### src/rtl/stat_ram_rd_arbiter_if.sv
// Bundle of signals between the statistics-RAM read arbiter and its environment:
// two burst requesters, the RAM read port and the busy flag.
interface stat_ram_rd_arbiter_if #(
    parameter int ADDR_W = 6,
    parameter int DATA_W = 32
);
    logic              i_enable;

    logic              i_req0;
    logic [ADDR_W-1:0] i_addr0;
    logic [ADDR_W:0]   i_len0;
    logic              o_gnt0;
    logic              o_rvalid0;
    logic              o_rlast0;
    logic [DATA_W-1:0] o_rdata0;
    logic              o_err0;

    logic              i_req1;
    logic [ADDR_W-1:0] i_addr1;
    logic [ADDR_W:0]   i_len1;
    logic              o_gnt1;
    logic              o_rvalid1;
    logic              o_rlast1;
    logic [DATA_W-1:0] o_rdata1;
    logic              o_err1;

    logic [ADDR_W-1:0] o_ram_raddr;
    logic              o_ram_ren;
    logic [DATA_W-1:0] i_ram_rdata;
    logic              o_busy;

    // Arbiter side
    modport slave (
        input  i_enable,
        input  i_req0, i_addr0, i_len0,
        output o_gnt0, o_rvalid0, o_rlast0, o_rdata0, o_err0,
        input  i_req1, i_addr1, i_len1,
        output o_gnt1, o_rvalid1, o_rlast1, o_rdata1, o_err1,
        output o_ram_raddr, o_ram_ren,
        input  i_ram_rdata,
        output o_busy
    );

    // Requesters / RAM side
    modport master (
        output i_enable,
        output i_req0, i_addr0, i_len0,
        input  o_gnt0, o_rvalid0, o_rlast0, o_rdata0, o_err0,
        output i_req1, i_addr1, i_len1,
        input  o_gnt1, o_rvalid1, o_rlast1, o_rdata1, o_err1,
        input  o_ram_raddr, o_ram_ren,
        output i_ram_rdata,
        input  o_busy
    );
endinterface

### src/rtl/stat_ram_rd_arbiter.sv
// Burst-level round-robin arbiter for the single read port of the cycle-statistics
// RAM. Requester 0 is the packet builder, requester 1 the health monitor.
//
// state  | meaning
// -------+-----------------------------------------------------------------
// IDLE   | no burst; arbitrate when enabled and a request is pending
// ISSUE  | one RAM address per cycle, wrapping modulo the RAM depth
// DRAIN  | addresses done; wait for the last beat, arbitrate on that beat
module stat_ram_rd_arbiter #(
    parameter int ADDR_W = 6,
    parameter int DATA_W = 32,
    parameter int RD_LAT = 1
) (
    input logic                 i_clk_50m,
    input logic                 i_rst,
    stat_ram_rd_arbiter_if.slave bus
);

    typedef enum logic [1:0] {
        S_IDLE  = 2'd0,
        S_ISSUE = 2'd1,
        S_DRAIN = 2'd2
    } state_t;

    localparam logic [ADDR_W:0] MAX_LEN = (ADDR_W+1)'(1 << ADDR_W);
    localparam logic [ADDR_W:0] CNT_ONE = (ADDR_W+1)'(1);

    state_t            state_q, state_d;

    // Requester that wins a tie; after a grant it points at the other one.
    logic              rr_prio_q, rr_prio_d;
    logic              owner_q, owner_d;
    logic [ADDR_W-1:0] raddr_q, raddr_d;
    logic              ren_q, ren_d;
    logic [ADDR_W:0]   cnt_q, cnt_d;
    logic              gnt0_q, gnt0_d;
    logic              gnt1_q, gnt1_d;
    logic              err0_q, err0_d;
    logic              err1_q, err1_d;

    // Return tag pipeline: valid / last / owner, aligned with the RAM latency.
    logic [RD_LAT-1:0] pv_q, pl_q, po_q;

    logic              rvalid0_q, rlast0_q;
    logic              rvalid1_q, rlast1_q;
    logic [DATA_W-1:0] rdata0_q, rdata1_q;

    logic              last_out;
    logic              arb_window;
    logic              do_grant;
    logic              winner;
    logic [ADDR_W-1:0] sel_addr;
    logic [ADDR_W:0]   sel_len;
    logic              len_bad;
    logic              beat_v, beat_l, beat_o;

    assign last_out = rlast0_q | rlast1_q;
    assign beat_v   = pv_q[RD_LAT-1];
    assign beat_l   = pl_q[RD_LAT-1];
    assign beat_o   = po_q[RD_LAT-1];

    // Arbitration: IDLE, or the DRAIN cycle in which the final beat is output.
    always_comb begin
        arb_window = (state_q == S_IDLE) || ((state_q == S_DRAIN) && last_out);
        do_grant   = arb_window && bus.i_enable && (bus.i_req0 || bus.i_req1);
        if (bus.i_req0 && bus.i_req1) begin
            winner = rr_prio_q;
        end else begin
            winner = bus.i_req1;
        end
        sel_addr = winner ? bus.i_addr1 : bus.i_addr0;
        sel_len  = winner ? bus.i_len1  : bus.i_len0;
        len_bad  = (sel_len == '0) || (sel_len > MAX_LEN);
    end

    // Next-state logic
    always_comb begin
        state_d = state_q;
        case (state_q)
            S_IDLE: begin
                if (do_grant && !len_bad) begin
                    state_d = S_ISSUE;
                end
            end
            S_ISSUE: begin
                if (cnt_q == CNT_ONE) begin
                    state_d = S_DRAIN;
                end
            end
            S_DRAIN: begin
                if (last_out) begin
                    state_d = (do_grant && !len_bad) ? S_ISSUE : S_IDLE;
                end
            end
            default: state_d = S_IDLE;
        endcase
    end

    // Output / datapath next values: grants, address sequencing, beat counter
    always_comb begin
        rr_prio_d = rr_prio_q;
        owner_d   = owner_q;
        raddr_d   = raddr_q;
        cnt_d     = cnt_q;
        ren_d     = 1'b0;
        gnt0_d    = do_grant && !winner;
        gnt1_d    = do_grant && winner;
        err0_d    = do_grant && !winner && len_bad;
        err1_d    = do_grant && winner && len_bad;
        if (do_grant) begin
            rr_prio_d = ~winner;
            owner_d   = winner;
            if (!len_bad) begin
                raddr_d = sel_addr;
                cnt_d   = sel_len;
                ren_d   = 1'b1;
            end
        end else if ((state_q == S_ISSUE) && (cnt_q != CNT_ONE)) begin
            raddr_d = raddr_q + ADDR_W'(1);
            cnt_d   = cnt_q - CNT_ONE;
            ren_d   = 1'b1;
        end
    end

    // State and control registers
    always_ff @(posedge i_clk_50m) begin
        if (i_rst) begin
            state_q   <= S_IDLE;
            rr_prio_q <= 1'b0;
            owner_q   <= 1'b0;
            raddr_q   <= '0;
            ren_q     <= 1'b0;
            cnt_q     <= '0;
            gnt0_q    <= 1'b0;
            gnt1_q    <= 1'b0;
            err0_q    <= 1'b0;
            err1_q    <= 1'b0;
        end else begin
            state_q   <= state_d;
            rr_prio_q <= rr_prio_d;
            owner_q   <= owner_d;
            raddr_q   <= raddr_d;
            ren_q     <= ren_d;
            cnt_q     <= cnt_d;
            gnt0_q    <= gnt0_d;
            gnt1_q    <= gnt1_d;
            err0_q    <= err0_d;
            err1_q    <= err1_d;
        end
    end

    // Tag pipeline: each issued address carries valid/last/owner until its data arrives
    always_ff @(posedge i_clk_50m) begin
        if (i_rst) begin
            pv_q <= '0;
            pl_q <= '0;
            po_q <= '0;
        end else begin
            pv_q[0] <= ren_q;
            pl_q[0] <= ren_q && (cnt_q == CNT_ONE);
            po_q[0] <= owner_q;
            for (int i = 1; i < RD_LAT; i++) begin
                pv_q[i] <= pv_q[i-1];
                pl_q[i] <= pl_q[i-1];
                po_q[i] <= po_q[i-1];
            end
        end
    end

    // Return registers: RAM data steered to the owning requester only
    always_ff @(posedge i_clk_50m) begin
        if (i_rst) begin
            rvalid0_q <= 1'b0;
            rlast0_q  <= 1'b0;
            rdata0_q  <= '0;
            rvalid1_q <= 1'b0;
            rlast1_q  <= 1'b0;
            rdata1_q  <= '0;
        end else begin
            rvalid0_q <= beat_v && !beat_o;
            rlast0_q  <= beat_v && beat_l && !beat_o;
            rvalid1_q <= beat_v && beat_o;
            rlast1_q  <= beat_v && beat_l && beat_o;
            if (beat_v && !beat_o) begin
                rdata0_q <= bus.i_ram_rdata;
            end
            if (beat_v && beat_o) begin
                rdata1_q <= bus.i_ram_rdata;
            end
        end
    end

    assign bus.o_gnt0      = gnt0_q;
    assign bus.o_err0      = err0_q;
    assign bus.o_rvalid0   = rvalid0_q;
    assign bus.o_rlast0    = rlast0_q;
    assign bus.o_rdata0    = rdata0_q;
    assign bus.o_gnt1      = gnt1_q;
    assign bus.o_err1      = err1_q;
    assign bus.o_rvalid1   = rvalid1_q;
    assign bus.o_rlast1    = rlast1_q;
    assign bus.o_rdata1    = rdata1_q;
    assign bus.o_ram_raddr = raddr_q;
    assign bus.o_ram_ren   = ren_q;
    assign bus.o_busy      = (state_q != S_IDLE);

endmodule

### src/flat_wrapper.sv
// flat-port wrapper written by rule: the top's interface ports become plain ports
module stat_ram_rd_arbiter_flat 
#(
    parameter int ADDR_W = 6,
    parameter int DATA_W = 32,
    parameter int RD_LAT = 1
)
  (i_clk_50m, i_rst, bus_i_enable, bus_i_req0, bus_i_addr0, bus_i_len0, bus_o_gnt0, bus_o_rvalid0, bus_o_rlast0, bus_o_rdata0, bus_o_err0, bus_i_req1, bus_i_addr1, bus_i_len1, bus_o_gnt1, bus_o_rvalid1, bus_o_rlast1, bus_o_rdata1, bus_o_err1, bus_o_ram_raddr, bus_o_ram_ren, bus_i_ram_rdata, bus_o_busy);
  stat_ram_rd_arbiter_if #(.ADDR_W(ADDR_W), .DATA_W(DATA_W)) bus_i ();
  input logic i_clk_50m;
  input logic i_rst;
  input wire logic [$bits(bus_i.i_enable)-1:0] bus_i_enable;
  input wire logic [$bits(bus_i.i_req0)-1:0] bus_i_req0;
  input wire logic [$bits(bus_i.i_addr0)-1:0] bus_i_addr0;
  input wire logic [$bits(bus_i.i_len0)-1:0] bus_i_len0;
  output wire logic [$bits(bus_i.o_gnt0)-1:0] bus_o_gnt0;
  output wire logic [$bits(bus_i.o_rvalid0)-1:0] bus_o_rvalid0;
  output wire logic [$bits(bus_i.o_rlast0)-1:0] bus_o_rlast0;
  output wire logic [$bits(bus_i.o_rdata0)-1:0] bus_o_rdata0;
  output wire logic [$bits(bus_i.o_err0)-1:0] bus_o_err0;
  input wire logic [$bits(bus_i.i_req1)-1:0] bus_i_req1;
  input wire logic [$bits(bus_i.i_addr1)-1:0] bus_i_addr1;
  input wire logic [$bits(bus_i.i_len1)-1:0] bus_i_len1;
  output wire logic [$bits(bus_i.o_gnt1)-1:0] bus_o_gnt1;
  output wire logic [$bits(bus_i.o_rvalid1)-1:0] bus_o_rvalid1;
  output wire logic [$bits(bus_i.o_rlast1)-1:0] bus_o_rlast1;
  output wire logic [$bits(bus_i.o_rdata1)-1:0] bus_o_rdata1;
  output wire logic [$bits(bus_i.o_err1)-1:0] bus_o_err1;
  output wire logic [$bits(bus_i.o_ram_raddr)-1:0] bus_o_ram_raddr;
  output wire logic [$bits(bus_i.o_ram_ren)-1:0] bus_o_ram_ren;
  input wire logic [$bits(bus_i.i_ram_rdata)-1:0] bus_i_ram_rdata;
  output wire logic [$bits(bus_i.o_busy)-1:0] bus_o_busy;
  assign bus_i.i_enable = bus_i_enable;
  assign bus_i.i_req0 = bus_i_req0;
  assign bus_i.i_addr0 = bus_i_addr0;
  assign bus_i.i_len0 = bus_i_len0;
  assign bus_o_gnt0 = bus_i.o_gnt0;
  assign bus_o_rvalid0 = bus_i.o_rvalid0;
  assign bus_o_rlast0 = bus_i.o_rlast0;
  assign bus_o_rdata0 = bus_i.o_rdata0;
  assign bus_o_err0 = bus_i.o_err0;
  assign bus_i.i_req1 = bus_i_req1;
  assign bus_i.i_addr1 = bus_i_addr1;
  assign bus_i.i_len1 = bus_i_len1;
  assign bus_o_gnt1 = bus_i.o_gnt1;
  assign bus_o_rvalid1 = bus_i.o_rvalid1;
  assign bus_o_rlast1 = bus_i.o_rlast1;
  assign bus_o_rdata1 = bus_i.o_rdata1;
  assign bus_o_err1 = bus_i.o_err1;
  assign bus_o_ram_raddr = bus_i.o_ram_raddr;
  assign bus_o_ram_ren = bus_i.o_ram_ren;
  assign bus_i.i_ram_rdata = bus_i_ram_rdata;
  assign bus_o_busy = bus_i.o_busy;
  stat_ram_rd_arbiter #(.ADDR_W(ADDR_W), .DATA_W(DATA_W), .RD_LAT(RD_LAT)) u_core (.i_clk_50m(i_clk_50m), .i_rst(i_rst), .bus(bus_i));
endmodule
### config.mk
export PLATFORM = sky130hd
export DESIGN_NAME = stat_ram_rd_arbiter_flat
export DESIGN_NICKNAME = d
export VERILOG_FILES = /design/src/rtl/stat_ram_rd_arbiter_if.sv /design/src/rtl/stat_ram_rd_arbiter.sv /design/src/flat_wrapper.sv
export SDC_FILE = /design/constraint.sdc
export NUM_CORES = 1
export LEC_CHECK = 0
export CORE_ASPECT_RATIO = 0.9
export CORE_MARGIN = 8
export CORE_UTILIZATION = 40
export CTS_CLUSTER_DIAMETER = 80
export CTS_CLUSTER_SIZE = 40
export DETAILED_ROUTE_END_ITERATION = 8
export PLACE_DENSITY = 0.74
export REMOVE_ABC_BUFFERS = 1
export SLEW_MARGIN = 10
export SYNTH_ARGS = -nofsm -noshare
export SYNTH_HDL_FRONTEND = slang
export SYNTH_SLANG_ARGS = --single-unit
### constraint.sdc
create_clock -name i_clk_50m -period 2.3 [get_ports i_clk_50m]
set_input_delay 0.345 -clock i_clk_50m [delete_from_list [all_inputs] [get_ports i_clk_50m]]
set_output_delay 0.345 -clock i_clk_50m [all_outputs]
set_load 0.03 [all_outputs]
==> flow_summary.ini, run 1 <==
[status]
status = finished clean

[timing]
min_period_ps = 2230
finalSetupTns_ps = 0
clock_skew_ps = 12.4
finalMaxSlewViolations = 0
hold_viol_final = 0
slew_headroom_pct = 56.8
setup_viol = 0
fin_crit_sh_pct = 96.9
grt_setup_unrepaired = no
tightest_slew_ps = 648
fmax_mhz = 448

[clock_tree]
cts_setup_buffers = 0
clk_latency_ps = 350
cts_htree_levels = 3
cts_buffers = 9
hold_buffers = 0
clock_sinks = 93
clk_path_buf_depth = 2
root_buffer = clkbuf_8
cts_tree = built
path_clk_slew_ps = 100

[die]
fp.dieW_um = 119
dieArea_um2 = 13000
core_area_um2 = 9490
dieHeight_um = 109
rows = 34
io_pins = 143
start_util_pct = 40.5

[setup_path]
crit_chain = clkdlybuf4s50_1, or4_4, or4_4, a21o_4, buf_4, a31o_1, a31oi_1
cp-start-kind = input pin
ff2ff_path_depth = 5
required_ps = 2580
end_kind = flop
crit_top_cell = or4_4
critPathMaxStageDelay_ps = 560
crit_type = input pin to flop
critPathMaxFanout = 7
cp.arrival_ps = 2510
cp_slowest_cell = or4_4

[synthesis]
ys.flop_type = dfxtp_1
ys_async_sr_fraction_pct = 0
ys_ff_latch = 93
syn_area_um2 = 3840
avgSynthCellArea_um2 = 8.06
ys_seq_area_share_pct = 48.5
ys_types = 53
synth_edf_count = 0
syn_inst = 476
yosys_warnings = 0

[placement]
hpwl_um = 9070
gp_congestion = 0.898
port_buffers = 142
post-place-cells = 735
placed_area_um2 = 5470

[route]
first_iter_violations = 506
firstDrtPassIters = 5
viasPerCell = 5.34
vias = 4007
avgRoutedWirePerCell_um = 16.3
totalWireLength_um = 12300
remaining_drc_errors = 0
ant_nets = 0

[layout]
nets = 686
final_core_util_pct = 60.1
seq_area_um2 = 1860
num-fill-cells = 821
antenna_cells = 0
drive_gt1_share_pct = 9.92
instances_no_fill = 751
syn_to_final_growth_pct = 48.4
fin_area_um2 = 5700
multi_input_area_um2 = 1840

[global_routing]
grt_max_degree = 65
grt_pass1_vias = 3782
grt_pass1_wl_um = 19200
antenna_found_initial = 0
track_usage_pct = 18.0
grt_remaining_overflow = 0

[hold_path]
hold_path_class = input pin to flop
holdPathStages = 3

[pwr]
p_per_area_nw_per_um2 = 623
leakagePower_nw = 1.98
finalPower_mw = 3.55
vdd_ir_drop_max_v = 0.000331

[run]
timing.max_cap.violations = 0
-- area by class of cell --
| type | instances | share of cell area [%] |
|---|---|---|
| Multi-Input combinational cell | 344 | 32.3 |
| Clock inverter | 7 | 1.62 |
| Inverter | 5 | 0.329 |
| Sequential cell | 93 | 32.7 |
| Tap cell | 126 | 2.77 |
| Timing Repair Buffer | 167 | 28.2 |
| Clock buffer | 9 | 2.17 |
-- placed cells by master, fill, tap and decap left out, drive strengths merged, types with 5 or more instances in the layout --
cell	count
a21oi	72
clkbuf	9
dfxtp	93
inv	8
nor2b	6
or4	6
buf	26
nand2	138
nand3	11
nor2	16
nand4	9
or2	5
a31oi	8
clkdlybuf4s50	141
nor3	5
-- timing repair --
action	4_1_cts	5_1_grt
endpoints found under the setup margin	0	1
hold endpoints to repair	0	0
resized for setup	0	2
-- cells by family (layout without fill, tap and decap cells) --
kind of cell	Yosys count	count (layout)	synth area share, %
AOI/OAI and AO/OA	121	121	19.7
adders and majority gates	3	3	0.978
buffers and inverters	39	188	4.04
DFF	93	93	48.5
muxes	7	7	1.96
and+or+nand+nor	213	213	24.8
-- report_power, final --
part           internal, mW  total (mW)  switching (mW)
combinational         0.307       0.664           0.358
clock                 0.531        1.16           0.631
sequential             1.67        1.72          0.0528
-- synth_stat cells, types with 4 or more instances --
library cell  number  share of area, %
nor3_1             5              0.65
a21oi_1           70               9.1
nor4_1             4              0.65
nor2b_1            6              0.98
nor2_1            16               1.6
clkbuf_1          31               3.0
nand2_1          138                13
a31oi_1            8               1.3
and3_1             4              0.65
and2_1             4              0.65
dfxtp_1           93                49
inv_1              5              0.49
nand4_1            9               1.5
or4_4              4               1.2
mux2_2             4               1.2
nand3_1           11               1.4
or2_2              5              0.81
-- worst max-delay path, delay by kind of cell --
kind,cells,cell delay [ps]
compound gates,3,550
buf+inv,2,580
simple gates,2,1030
-- routing by layer --
metal / GRT usage [%] / part of all wire [%] / up-vias
li1: - / - / 1940
met1: 21.8 / 43 / 1872
met2: 29.7 / 47 / 177
met3: 5.54 / 8.5 / 18
met4: 7.03 / 1.6 / 0
met5: 0 / 0 / -
-- state kept, by name, summed over array words and instances, names as in the netlist, 2 cells and up --
signal	flops
u_core.bus.o_ram_raddr	6
u_core.bus.o_rdata0	32
u_core.bus.o_rdata1	32
u_core.cnt_q	7
u_core.state_q	2
-- through the flow --
stage,setup slack [ps],hold WS [ps]
final,70.3,362
after global routing,3.25,359
after CTS,67.2,344
after detailed placement,-319,444
after global placement,-295,441
after floorplan,137,414
-- final timing paths --
path | from | to | slack [ps]
max | bus_i_len1[0] | u_core.cnt_q[3] | 70
min | i_rst | u_core.cnt_q[1] | 360
max reg2reg | u_core.cnt_q[2] | u_core.bus.o_ram_raddr[4] | 190
min reg2reg | u_core.bus.o_rdata1[31] | u_core.bus.o_rdata1[31] | 460
Power figures use the tool's default switching activity.
==> run 2: changes to the inputs <==
Settings changed: TNS_END_PERCENT from default to 5.
==> results of run 2 <==
Final layout, timing and power as in run 1 (identical DEF).
